===== src/rtl/roll_history_if.sv =====
// Bus bundle for the roll history display block.
// Carries the roll strobe/value, the browse and clear pulses, and the display outputs.
interface roll_history_if;
  logic       i_valid;
  logic [3:0] i_value;
  logic       i_prev;
  logic       i_next;
  logic       i_clear;
  logic [3:0] o_value;
  logic [3:0] o_index;
  logic [4:0] o_count;
  logic       o_empty;
  logic       o_browsing;

  // Producer side: the roll generator and the user buttons.
  modport master (
    output i_valid, i_value, i_prev, i_next, i_clear,
    input  o_value, o_index, o_count, o_empty, o_browsing
  );

  // History block side.
  modport slave (
    input  i_valid, i_value, i_prev, i_next, i_clear,
    output o_value, o_index, o_count, o_empty, o_browsing
  );
endinterface


===== src/rtl/roll_history.sv =====
// Rolling history of the last DEPTH dice results with a browse cursor.
// The results are kept in a circular buffer. The newest entry is shown
// live; prev/next pulses step through older entries. A new roll always
// snaps the display back to the live view.
module roll_history #(
  parameter int DEPTH = 8
) (
  input  logic           i_clk,
  input  logic           i_rst,
  roll_history_if.slave  bus
);

  localparam int AW = $clog2(DEPTH);

  // Reject unsupported depths at elaboration time.
  if ((DEPTH < 2) || (DEPTH > 16) || ((DEPTH & (DEPTH - 1)) != 0)) begin : g_bad_depth
    $error("roll_history: DEPTH must be a power of two in 2..16");
  end

  typedef enum logic {
    S_LIVE   = 1'b0,
    S_BROWSE = 1'b1
  } state_t;

  state_t        r_state;
  state_t        w_state_next;
  logic [3:0]    r_mem [DEPTH];
  logic [AW-1:0] r_wp;
  logic [AW-1:0] w_wp_next;
  logic [4:0]    r_cnt;
  logic [4:0]    w_cnt_next;
  logic [3:0]    r_index;
  logic [3:0]    w_index_next;
  logic [3:0]    r_value;
  logic [3:0]    w_value_next;
  logic          w_wr_en;
  logic [AW-1:0] w_rd_addr;

  // Next-state logic. Priority is clear > valid > prev > next, and only
  // the winning event of a cycle has any effect.
  always_comb begin
    w_state_next = r_state;
    w_wp_next    = r_wp;
    w_cnt_next   = r_cnt;
    w_index_next = r_index;
    w_wr_en      = 1'b0;
    w_value_next = 4'd0;
    w_rd_addr    = '0;

    if (bus.i_clear) begin
      w_state_next = S_LIVE;
      w_wp_next    = '0;
      w_cnt_next   = 5'd0;
      w_index_next = 4'd0;
    end else if (bus.i_valid) begin
      w_wr_en      = 1'b1;
      w_wp_next    = r_wp + AW'(1);
      w_cnt_next   = (r_cnt == 5'(DEPTH)) ? r_cnt : r_cnt + 5'd1;
      w_index_next = 4'd0;
      w_state_next = S_LIVE;
    end else if (bus.i_prev) begin
      if (r_state == S_LIVE) begin
        // With fewer than two entries there is nothing older to show.
        if (r_cnt >= 5'd2) begin
          w_state_next = S_BROWSE;
          w_index_next = 4'd1;
        end
      end else if ({1'b0, r_index} < (r_cnt - 5'd1)) begin
        // The cursor stops at the oldest entry; it never wraps.
        w_index_next = r_index + 4'd1;
      end
    end else if (bus.i_next) begin
      if (r_state == S_BROWSE) begin
        w_index_next = r_index - 4'd1;
        if (r_index == 4'd1) begin
          w_state_next = S_LIVE;
        end
      end
    end

    // Age k is stored at (wp-1-k); the wrap happens naturally in AW bits.
    w_rd_addr = r_wp - AW'(1) - w_index_next[AW-1:0];

    // A fresh roll is shown directly, since it is not in the buffer until this edge.
    if (bus.i_clear) begin
      w_value_next = 4'd0;
    end else if (bus.i_valid) begin
      w_value_next = bus.i_value;
    end else if (w_cnt_next == 5'd0) begin
      w_value_next = 4'd0;
    end else begin
      w_value_next = r_mem[w_rd_addr];
    end
  end

  // Control and display registers. Reset takes effect without waiting for a clock edge.
  always_ff @(posedge i_clk or posedge i_rst) begin
    if (i_rst) begin
      r_state <= S_LIVE;
      r_wp    <= '0;
      r_cnt   <= 5'd0;
      r_index <= 4'd0;
      r_value <= 4'd0;
    end else begin
      r_state <= w_state_next;
      r_wp    <= w_wp_next;
      r_cnt   <= w_cnt_next;
      r_index <= w_index_next;
      r_value <= w_value_next;
    end
  end

  // Result storage. It has no reset because r_cnt already marks which entries are valid.
  always_ff @(posedge i_clk) begin
    if (w_wr_en) begin
      r_mem[r_wp] <= bus.i_value;
    end
  end

  assign bus.o_value    = r_value;
  assign bus.o_index    = r_index;
  assign bus.o_count    = r_cnt;
  assign bus.o_empty    = (r_cnt == 5'd0);
  assign bus.o_browsing = (r_state == S_BROWSE);

endmodule


===== src/flat_wrapper.sv =====
// flat-port wrapper written by rule: the top's interface ports become plain ports
module roll_history_flat 
#(
  parameter int DEPTH = 8
)
  (i_clk, i_rst, bus_i_valid, bus_i_value, bus_i_prev, bus_i_next, bus_i_clear, bus_o_value, bus_o_index, bus_o_count, bus_o_empty, bus_o_browsing);
  roll_history_if bus_i ();
  input  logic i_clk;
  input  logic i_rst;
  input wire logic [$bits(bus_i.i_valid)-1:0] bus_i_valid;
  input wire logic [$bits(bus_i.i_value)-1:0] bus_i_value;
  input wire logic [$bits(bus_i.i_prev)-1:0] bus_i_prev;
  input wire logic [$bits(bus_i.i_next)-1:0] bus_i_next;
  input wire logic [$bits(bus_i.i_clear)-1:0] bus_i_clear;
  output wire logic [$bits(bus_i.o_value)-1:0] bus_o_value;
  output wire logic [$bits(bus_i.o_index)-1:0] bus_o_index;
  output wire logic [$bits(bus_i.o_count)-1:0] bus_o_count;
  output wire logic [$bits(bus_i.o_empty)-1:0] bus_o_empty;
  output wire logic [$bits(bus_i.o_browsing)-1:0] bus_o_browsing;
  assign bus_i.i_valid = bus_i_valid;
  assign bus_i.i_value = bus_i_value;
  assign bus_i.i_prev = bus_i_prev;
  assign bus_i.i_next = bus_i_next;
  assign bus_i.i_clear = bus_i_clear;
  assign bus_o_value = bus_i.o_value;
  assign bus_o_index = bus_i.o_index;
  assign bus_o_count = bus_i.o_count;
  assign bus_o_empty = bus_i.o_empty;
  assign bus_o_browsing = bus_i.o_browsing;
  roll_history #(.DEPTH(DEPTH)) u_core (.i_clk(i_clk), .i_rst(i_rst), .bus(bus_i));
endmodule

===== config.mk =====
export PLATFORM = sky130hd
export DESIGN_NAME = roll_history_flat
export DESIGN_NICKNAME = d
export VERILOG_FILES = /design/src/rtl/roll_history_if.sv /design/src/rtl/roll_history.sv /design/src/flat_wrapper.sv
export SDC_FILE = /design/constraint.sdc
export NUM_CORES = 1
export LEC_CHECK = 0
export BUFFER_PORTS_ARGS = -buffer_cell sky130_fd_sc_hd__buf_2
export CELL_PAD_IN_SITES_DETAIL_PLACEMENT = 0
export CELL_PAD_IN_SITES_GLOBAL_PLACEMENT = 2
export CORE_MARGIN = 2
export CORE_UTILIZATION = 44
export CTS_CLUSTER_SIZE = 28
export DETAILED_ROUTE_END_ITERATION = 8
export PLACE_DENSITY_LB_ADDON = 0.1
export SKIP_LAST_GASP = 1
export SYNTH_ARGS = -nofsm -noshare
export SYNTH_HDL_FRONTEND = slang
export SYNTH_SLANG_ARGS = --single-unit
export TNS_END_PERCENT = 10

===== constraint.sdc =====
create_clock -name i_clk -period 10.7 [get_ports i_clk]
set_input_delay 2.14 -clock i_clk [delete_from_list [all_inputs] [get_ports i_clk]]
set_output_delay 2.14 -clock i_clk [all_outputs]
set_load 0.1 [all_outputs]

==> metrics.txt <==
Worst setup EP type=flop; CP Launch Type=primary input; Reg area=around 1400 um^2; FF-to-FF End=u_core.bus.o_value[1]$_DFF_PP0_; Synth cell types=between 40 and 50; Std-Cell Rows=27; commonest non-fill, non-tap cell in the layout=edfxtp_1; Max Clk Rate=212 MHz; max-cap viol count=0; vias per cell=approximately 5.5; Peak VDD IR=around 0.13 mV; n_diodes=0; Comb pwr share=about a fifth; most frequent cells in the layout=32 x edfxtp_1, 24 x buf_2, 19 x nor2_1; WS Path Type=in -> reg; layout cells sized above 1=a little over a fifth; vias in the first global route=approximately 1600; TritonCTS Buffers=5; Hold/Removal Path Class=reg -> reg; worst endpoint required time=~11 ns; CTS tree=yes; Switching Share=between 20% and 30%; Power Density=~150 nW/um^2; worst hold endpoint=u_core.r_wp[0]$_DFFE_PP0P_; Final Hold Fails=0; status=finished clean; hold depth=2; Nets=about 250; Post-CTS Hold Buffers=0; total global routing overflow=0; Layout Area Growth over Synthesis=10.7%; Max clock buf depth=2; Critical Path Fanout Max=9; Synth area leader=edfxtp_1; hold slack=between 0.6 and 0.7 ns; post-synthesis sequential area ratio=a little over half; Multi-input gate area=1130 um^2; CTS sink cnt=49; worst slew pin tran=~1.2 ns; initial DRC count=69; crit share post-route=about 44%; core footprint=5610 um^2; min Tclk post-route=4.71 ns; unrepaired setup endpoints after global routing=no; # IOs=25; routed length per instance=16.5 um; worst r2r path cells=14; All-Layer GR Usage=16.5%; via count=about 1600; worst skew pair latency=approximately 0.30 ns; Slew Viols, Final=0; total power draw=0.000425 W; Post-Route WL=between 4000 and 5000 um; Reg power frac=49.7%; Clk pwr share=30.9%; Filler cells=about 490; H-tree levels=2; Worst-path clk slew=0.09 ns; setup_tns=0 ns; RD Place Congestion=~0.77; leak pwr=~1.1 nW; die area=6520 um^2; post-DP HPWL=about 3700 um; R2R Path Start=u_core.bus.o_count[0]$_DFF_PP0_; setup violators final=0; hold_sp=u_core.r_wp[0]$_DFFE_PP0P_; largest net degree at the start of global routing=18; Setup Skew=approximately 0.0043 ns; post-synthesis register bit count=49; first-pass GRT wire length=between 8000 and 9000 um; P_sw=between 0.0001 and 0.00015 W; Syn Inst Count=around 200; P_int=between 0.0003 and 0.0004 W; post-cts resize count=0; initial antenna violation count=0; setup slack, reg-to-reg=6.28 ns; area share of the largest cell type after synthesis=between 30% and 40%; drt first pass iters=4; Post-CTS Setup Inserts=0; die height=slightly above 80 um; post-synthesis cell area=between 2000 and 3000 um^2; relative slew slack=between 10% and 20%; Port-buffer cells=24; Residual DRC=0; starting density of the core=a little under half; die width=80.8 um; worst path arrival time=around 5 ns; Post-Syn Nets=between 200 and 250; CTS root buf=clkbuf_8; Avg Inst Size Synth=around 13 um^2; Synth area leaders=edfxtp_1 37%, dfrtp_1 16%, mux4_2 6.9%; antenna-violating nets left=0; Yosys warnings=0
[area by class of cell]
| cell class | count | area share (%) |
|---|---|---|
| flip-flops and latches | 49 | 48.3 |
| multi-input cells | 138 | 39.4 |
| repair buffers | 24 | 4.19 |
| well taps | 72 | 3.14 |
| clock inverters | 2 | 1.35 |
| clock buffers | 6 | 2.53 |
| inverters | 8 | 1.05 |
[metal layers]
layer	up-vias	global-route usage, %	wire length, um
met4	0	5.08	59
met2	30	24.9	2230
met1	804	23.9	2450
met5	-	0	0
li1	799	-	-
met3	6	3.67	180
[power groups by stage]
| stage | combinational (W) | clock [W] | sequential (W) |
|---|---|---|---|
| finish | 0.0000823 | 0.000131 | 0.000211 |
| floorplan | 0.0000480 | 0 | 0.000232 |
| global route | 0.0000891 | 0.000144 | 0.000212 |
| global placement | 0.0000807 | 0 | 0.000215 |
| CTS | 0.0000828 | 0.000135 | 0.000211 |
| detailed placement | 0.0000823 | 0 | 0.000216 |
[metrics by stage]
stage	cell area [um^2]	util (%)	cells	setup WS, ns
after detailed placement	2760	49.2	291	5.69
after floorplan	2590	-	204	5.75
final	2870	51.2	299	5.99
after global routing	2870	51.2	299	5.88
after CTS	2870	51.2	299	6.01
after global placement	2760	49.2	291	5.73
[critical path: stages]
cell and delay [ns]:
buf_2 0.17, mux2i_1 0.24, xnor2_1 0.11, a221o_1 0.36, ha_1 0.21, fa_1 0.72, mux4_2 0.40, mux2i_1 0.15
o21ai_0 0.10, mux2_2 0.31
[cell usage after synthesis]
cell,n
edfxtp_1,32
nor2_1,19
dfrtp_1,17
nand2_1,14
o21ai_0,13
ha_1,12
mux2i_1,12
inv_1,8
mux4_2,8
xnor2_1,7
a21oi_1,6
clkbuf_1,6
nand2b_1,5
mux2_2,4
nor3_1,4
xor2_1,4
nor4_1,3
a221o_1,2
a31oi_1,2
nand3b_1,2
nand4_1,2
nor2b_1,2
a221oi_1,1
a311oi_1,1
and3_4,1
and3b_1,1
buf_1,1
buf_4,1
buf_6,1
fa_1,1
nand3_1,1
nand4b_1,1
nor3b_1,1
nor3b_2,1
o2111ai_1,1
o221a_2,1
o221ai_1,1
o32ai_4,1
o41ai_1,1
or2_1,1
or2_2,1
or3b_2,1
[logic make-up (layout without fill, tap and decap cells)]
kind of cell,count (synthesis),in the layout,share of synthesized area [%]
buf+inv,17,40,2.90
flops,49,49,53.5
simple gates,60,60,11.9
fa+ha+maj,13,13,6.56
xor+xnor,11,11,3.72
compound gates,30,30,8.11
mux,24,24,13.3
[state kept, by name, summed over array words and instances, names as in the netlist]
register	flops
u_core.bus.o_browsing	1
u_core.bus.o_count	5
u_core.bus.o_index	4
u_core.bus.o_value	4
u_core.r_mem	32
u_core.r_wp	3
[how the worst max path moves through the flow]
stage,startpoint,end,slack [ns]
2_1_floorplan,bus_i_prev,u_core.bus.o_value[0]$_DFF_PP0_,5.75
3_3_place_gp,bus_i_prev,u_core.bus.o_value[3]$_DFF_PP0_,5.73
3_5_place_dp,bus_i_prev,u_core.bus.o_value[1]$_DFF_PP0_,5.69
4_1_cts,bus_i_prev,u_core.bus.o_value[1]$_DFF_PP0_,6.01
5_1_grt,bus_i_prev,u_core.bus.o_value[0]$_DFF_PP0_,5.88
6_report,bus_i_prev,u_core.bus.o_value[1]$_DFF_PP0_,5.99
Power figures use the tool's default switching activity.
